$ cat src/rtl/cp0.sv
// cp0: coprocessor-0 register file (SR, Cause, EPC, PRId) and the
// exception/interrupt arbiter for the M stage of the pipelined MIPS core.
// Optional feature macro: CP0_COUNT_EN adds Count (9), Compare (11) and a
// sticky timer interrupt folded into HWInt[5].
module cp0 #(
  parameter logic [31:0] PRID = 32'h0000_1900
) (
  input  logic        CP0_i_Clk,
  input  logic        CP0_i_Reset_n,
  input  logic [4:0]  CP0_i_Addr,
  input  logic [31:0] CP0_i_WData,
  input  logic        CP0_i_WE,
  input  logic [31:0] CP0_i_PC,
  input  logic        CP0_i_BD,
  input  logic        CP0_i_ExcValid,
  input  logic [4:0]  CP0_i_ExcCode,
  input  logic [5:0]  CP0_i_HWInt,
  input  logic        CP0_i_EXLClr,
  output logic [31:0] CP0_o_RData,
  output logic [31:0] CP0_o_EPC,
  output logic        CP0_o_Req
);

  localparam int unsigned XLEN = 32;
  localparam int unsigned IW   = 6;
  localparam int unsigned CW   = 5;

  localparam logic [4:0] REG_COUNT   = 5'd9;
  localparam logic [4:0] REG_COMPARE = 5'd11;
  localparam logic [4:0] REG_SR      = 5'd12;
  localparam logic [4:0] REG_CAUSE   = 5'd13;
  localparam logic [4:0] REG_EPC     = 5'd14;
  localparam logic [4:0] REG_PRID    = 5'd15;

  logic [IW-1:0]   sr_im;
  logic            sr_exl;
  logic            sr_ie;
  logic            cause_bd;
  logic [IW-1:0]   cause_ip;
  logic [CW-1:0]   cause_exc;
  logic [XLEN-1:0] epc;

  logic            int_req;
  logic            exc_req;
  logic            req;
  logic            wr_sr;
  logic            wr_epc;
  logic [IW-1:0]   hw_int_eff;

  assign int_req = (|(cause_ip & sr_im)) & sr_ie & ~sr_exl;
  assign exc_req = CP0_i_ExcValid & ~sr_exl;
  assign req     = (int_req | exc_req) & CP0_i_Reset_n;

  // A taken request flushes the M-stage instruction, so its mtc0 is dropped.
  assign wr_sr  = CP0_i_WE & ~req & (CP0_i_Addr == REG_SR);
  assign wr_epc = CP0_i_WE & ~req & (CP0_i_Addr == REG_EPC);

`ifdef CP0_COUNT_EN
  logic [XLEN-1:0] count;
  logic [XLEN-1:0] compare;
  logic            timer_pend;
  logic            wr_count;
  logic            wr_compare;

  assign wr_count   = CP0_i_WE & ~req & (CP0_i_Addr == REG_COUNT);
  assign wr_compare = CP0_i_WE & ~req & (CP0_i_Addr == REG_COMPARE);

  // Free-running counter and sticky compare-match pending bit.
  always_ff @(posedge CP0_i_Clk or negedge CP0_i_Reset_n) begin
    if (!CP0_i_Reset_n) begin
      count      <= '0;
      compare    <= '0;
      timer_pend <= 1'b0;
    end else begin
      if (wr_count) count <= CP0_i_WData;
      else          count <= count + XLEN'(1);
      if (wr_compare) begin
        compare    <= CP0_i_WData;
        timer_pend <= 1'b0;
      end else if ((count == compare) && (compare != '0)) begin
        timer_pend <= 1'b1;
      end
    end
  end

  assign hw_int_eff = {CP0_i_HWInt[5] | timer_pend, CP0_i_HWInt[4:0]};
`else
  assign hw_int_eff = CP0_i_HWInt;
`endif

  // SR/Cause/EPC update: request beats eret, eret beats an mtc0 to EXL.
  always_ff @(posedge CP0_i_Clk or negedge CP0_i_Reset_n) begin
    if (!CP0_i_Reset_n) begin
      sr_im     <= '0;
      sr_exl    <= 1'b0;
      sr_ie     <= 1'b0;
      cause_bd  <= 1'b0;
      cause_ip  <= '0;
      cause_exc <= '0;
      epc       <= '0;
    end else begin
      cause_ip <= hw_int_eff;
      if (req) begin
        sr_exl    <= 1'b1;
        cause_exc <= int_req ? CW'(0) : CP0_i_ExcCode;
        cause_bd  <= CP0_i_BD;
        epc       <= CP0_i_BD ? (CP0_i_PC - XLEN'(4)) : CP0_i_PC;
      end else begin
        if (wr_sr) begin
          sr_im  <= CP0_i_WData[15:10];
          sr_exl <= CP0_i_WData[1];
          sr_ie  <= CP0_i_WData[0];
        end
        if (CP0_i_EXLClr) sr_exl <= 1'b0;
        if (wr_epc)       epc    <= CP0_i_WData;
      end
    end
  end

  // Combinational mfc0 read mux.
  always_comb begin
    CP0_o_RData = '0;
    case (CP0_i_Addr)
      REG_SR:    CP0_o_RData = {16'h0, sr_im, 8'h0, sr_exl, sr_ie};
      REG_CAUSE: CP0_o_RData = {cause_bd, 15'h0, cause_ip, 3'h0, cause_exc, 2'h0};
      REG_EPC:   CP0_o_RData = epc;
      REG_PRID:  CP0_o_RData = PRID;
`ifdef CP0_COUNT_EN
      REG_COUNT:   CP0_o_RData = count;
      REG_COMPARE: CP0_o_RData = compare;
`endif
      default:   CP0_o_RData = '0;
    endcase
  end

  assign CP0_o_EPC = epc;
  assign CP0_o_Req = req;

endmodule
$ cat config.mk
export PLATFORM = sky130hd
export DESIGN_NAME = cp0
export DESIGN_NICKNAME = d
export VERILOG_FILES = /design/src/rtl/cp0.sv
export SDC_FILE = /design/constraint.sdc
export NUM_CORES = 1
export LEC_CHECK = 0
export ABC_AREA = 0
export BUFFER_PORTS_ARGS = -buffer_cell sky130_fd_sc_hd__buf_2
export CORE_ASPECT_RATIO = 0.9
export CORE_MARGIN = 4
export CORE_UTILIZATION = 51
export CTS_BUF_LIST = sky130_fd_sc_hd__clkbuf_8 sky130_fd_sc_hd__clkbuf_16
export CTS_CLUSTER_SIZE = 40
export DETAILED_ROUTE_END_ITERATION = 6
export GPL_TIMING_DRIVEN = 0
export MAX_ROUTING_LAYER = met4
export PLACE_DENSITY = 0.87
export SYNTH_ARGS = -nofsm -noshare
export SYNTH_HDL_FRONTEND = slang
export SYNTH_SLANG_ARGS = --single-unit
$ cat constraint.sdc
create_clock -name CP0_i_Clk -period 3.9 [get_ports CP0_i_Clk]
set_input_delay 0.78 -clock CP0_i_Clk [delete_from_list [all_inputs] [get_ports CP0_i_Clk]]
set_output_delay 0.78 -clock CP0_i_Clk [all_outputs]
set_load 0.02 [all_outputs]
==> impl_metrics.yaml <==
timing:
  fin_crit_sh_pct: 88.7
  hold_viol: 0
  worstMarginPinSlew_ps: 744
  setup_viol: 0
  relSlewSlack_pct: 50.4
  fin_hold_ws_ps: 514
  fin_skew_ps: 11.2
  rsz0062_at_grt: "false"
  maxSlewViolCount: 0
  fin_crit_ps: 3460
  finalSetupTns_ps: 0
  max_freq_mhz: 289
detailed_routing:
  first_iter_violations: 138
  routed_wl_mm: 9.77
  via_per_inst: 5.59
  ant_nets: 0
  drc: 0
  vias: 3176
  firstDrtPassIters: 5
  post_drt_wl_per_cell_um: 17.2
yosys:
  syn-num-nets: 426
  synth_compound_area_share_pct: 13.1
  ys_types: 37
  muxShareOfSynthArea_pct: 14.6
  netlist_instances: 339
  yosysTopAreaCellShare_pct: 40.9
  syn_area_um2: 3180
  synth-simple-area-share_pct: 20.3
  synth_flop_cell: "dfrtp_1"
  yosys_warnings: 0
  yosysTopAreaCell: "dfrtp_1"
  synth_xor_area_share_pct: 7.16
  synthMostInstantiatedCell: "dfrtp_1"
  ys_async_sr_fraction_pct: 100
  yosysSeqAreaShare_pct: 40.9
  synthTopCellsByCount: "dfrtp_1 (52), nand2_1 (33), mux2_2 (28), o21ai_0 (28), nor2_1 (23)"
  synth_edf_count: 0
  synth_top_family_by_area: "simple AND/OR/NAND/NOR gates"
  syn_avg_cell_area_um2: 9.38
  synthAdderAreaFrac_pct: 0.393
  ys_ff_latch: 52
  yosys-top-cells-area: "dfrtp_1 (41%), mux2_2 (9.9%), xnor2_1 (5.8%), mux2i_1 (4.7%), o21ai_0 (4.4%)"
floorplan:
  fp.dieH_um: 82.9
  fp.coreArea_um2: 6080
  io_pins: 151
  placement_rows: 27
  die_w_um: 91.2
  die-area_um2: 7570
  initial_core_util_pct: 52.3
global_route:
  grt_pass1_vias: 3256
  antenna_found_initial: 0
  gr-total-overflow: 0
  grt_pass1_wl_mm: 15.7
  grt_usage_pct: 26.3
  grt_start_max_net_pins: 54
critical_path:
  critPathMaxFanout: 53
  start_kind: "primary input"
  cp-end-kind: "output port"
  cp.required_ps: 3120
  crit_type: "in2out"
  r2r_setup_slack_ps: 1390
  arrival_ps: 2680
finish:
  post_route_cells_drive_above_1_share_pct: 38.7
  nNetsFinal: 582
  finalCoreUtilization_pct: 67.7
  area_delta_synth_final_pct: 29.4
  antenna_cells: 0
outcome:
  outcome: "finished clean"
clock_tree:
  clk_pin_slew_ps: 100
  cts_max_level: 2
  cts_buffer_depth: 2
  cts_tree: "yes"
  cts_made_buffers: 5
  clkSinkCount: 52
  root_buffer: "clkbuf_8"
  clk_latency_ps: 310
run:
  drv_cap: 0
placed_design:
  post-dp-hpwl_mm: 7.72
  place_congestion: 0.883
  io_buffer_count: 149
power_and_ir_drop:
  cellLeakagePower_nw: 1.98
  ir_worst_vdd_uv: 180
  cellPowerDensity_nw_per_um2: 379
min_path:
  hold_class: "reg2reg"
## timing repair
action / in CTS / in global routing
endpoints found under the setup margin: 0 / 1
hold buffers: 0 / 0
resized for setup: 0 / 1
setup buffers: 0 / 0
## flip-flops by register name, indices dropped and copies added (netlist names)
name       flops
cause_ip       6
cause_bd       1
cause_exc      5
sr_exl         1
sr_ie          1
CP0_o_EPC     32
sr_im          6
## layout by cell type, fill, tap and decap left out, drive strengths merged, types with 2 or more instances in the layout
cell type	instances
nand4	3
xnor2	21
dfrtp	52
mux2	28
nor4	12
or3	7
a21oi	14
and2	4
and3	18
inv	6
o31a	3
xor2	5
nor3	7
o21ai	29
a31oi	2
mux2i	15
nor2b	5
nand2	33
a22oi	9
nor2	23
a22o	11
or4	2
buf	152
clkbuf	24
## critical path, stage by stage
cell and delay (ps):
clkbuf_4 440, nor2b_1 300, o21ai_1 390, clkbuf_1 450
inv_1 100, buf_2 180
## per-stage QoR
stage / setup slack (ps) / cells / cell area (um^2) / power (mW)
final: 439 / 568 / 4120 / 1.56
after CTS: 193 / 568 / 4110 / 1.56
after global placement: 267 / 560 / 4020 / 1.22
after detailed placement: 204 / 560 / 4020 / 1.24
after floorplan: 1050 / 339 / 3180 / 1.02
after global routing: 206 / 568 / 4120 / 1.64
## metal layers
layer  global-route usage [%]  share of wire, %  routed length [um]
met5                        -                 0                   0
met4                     7.53               1.7                 169
met3                     3.62               5.2                 512
met2                     42.7                50                4930
met1                     34.4                43                4170
## report_power, final
group	internal, mW	leakage (nW)	total, mW	switching (mW)
registers	0.646	0.626	0.725	0.0793
logic	0.213	1.31	0.501	0.288
clock network	0.132	0.0463	0.332	0.200
## cell type report
type / instances / area (um^2)
fill: 531 / 1970
buffer: 22 / 92.6
timing repair buffer: 149 / 748
tap: 72 / 90.1
inverter: 5 / 18.8
sequential: 52 / 1300
clock inverter: 3 / 27.5
multi-input combinational: 260 / 1770
clock buffer: 5 / 68.8
## final timing paths
path | depth (start not counted) | end | from
hold / removal | 1 | cause_exc[0] | cause_exc[0]
hold reg to reg | 1 | cause_exc[0] | cause_exc[0]
max in group asynchronous | 1 | cause_bd | CP0_i_Reset_n
setup reg to reg | 6 | sr_im[3] | sr_im[3]
setup / recovery | 6 | CP0_o_Req | CP0_i_Reset_n
min in group asynchronous | 1 | CP0_o_EPC[28] | CP0_i_Reset_n
## logic make-up (layout without fill, tap and decap cells)
| logic type | after synthesis | in the layout |
|---|---|---|
| buffers and inverters | 27 | 184 |
| adder cells (fa/ha/maj) | 1 | 1 |
| AO/OA/AOI/OAI | 68 | 68 |
| multiplexers | 43 | 43 |
| AND/OR/NAND/NOR | 122 | 122 |
| XOR/XNOR | 26 | 26 |
| flip-flops | 52 | 52 |
(Power assumes the default switching activity.)
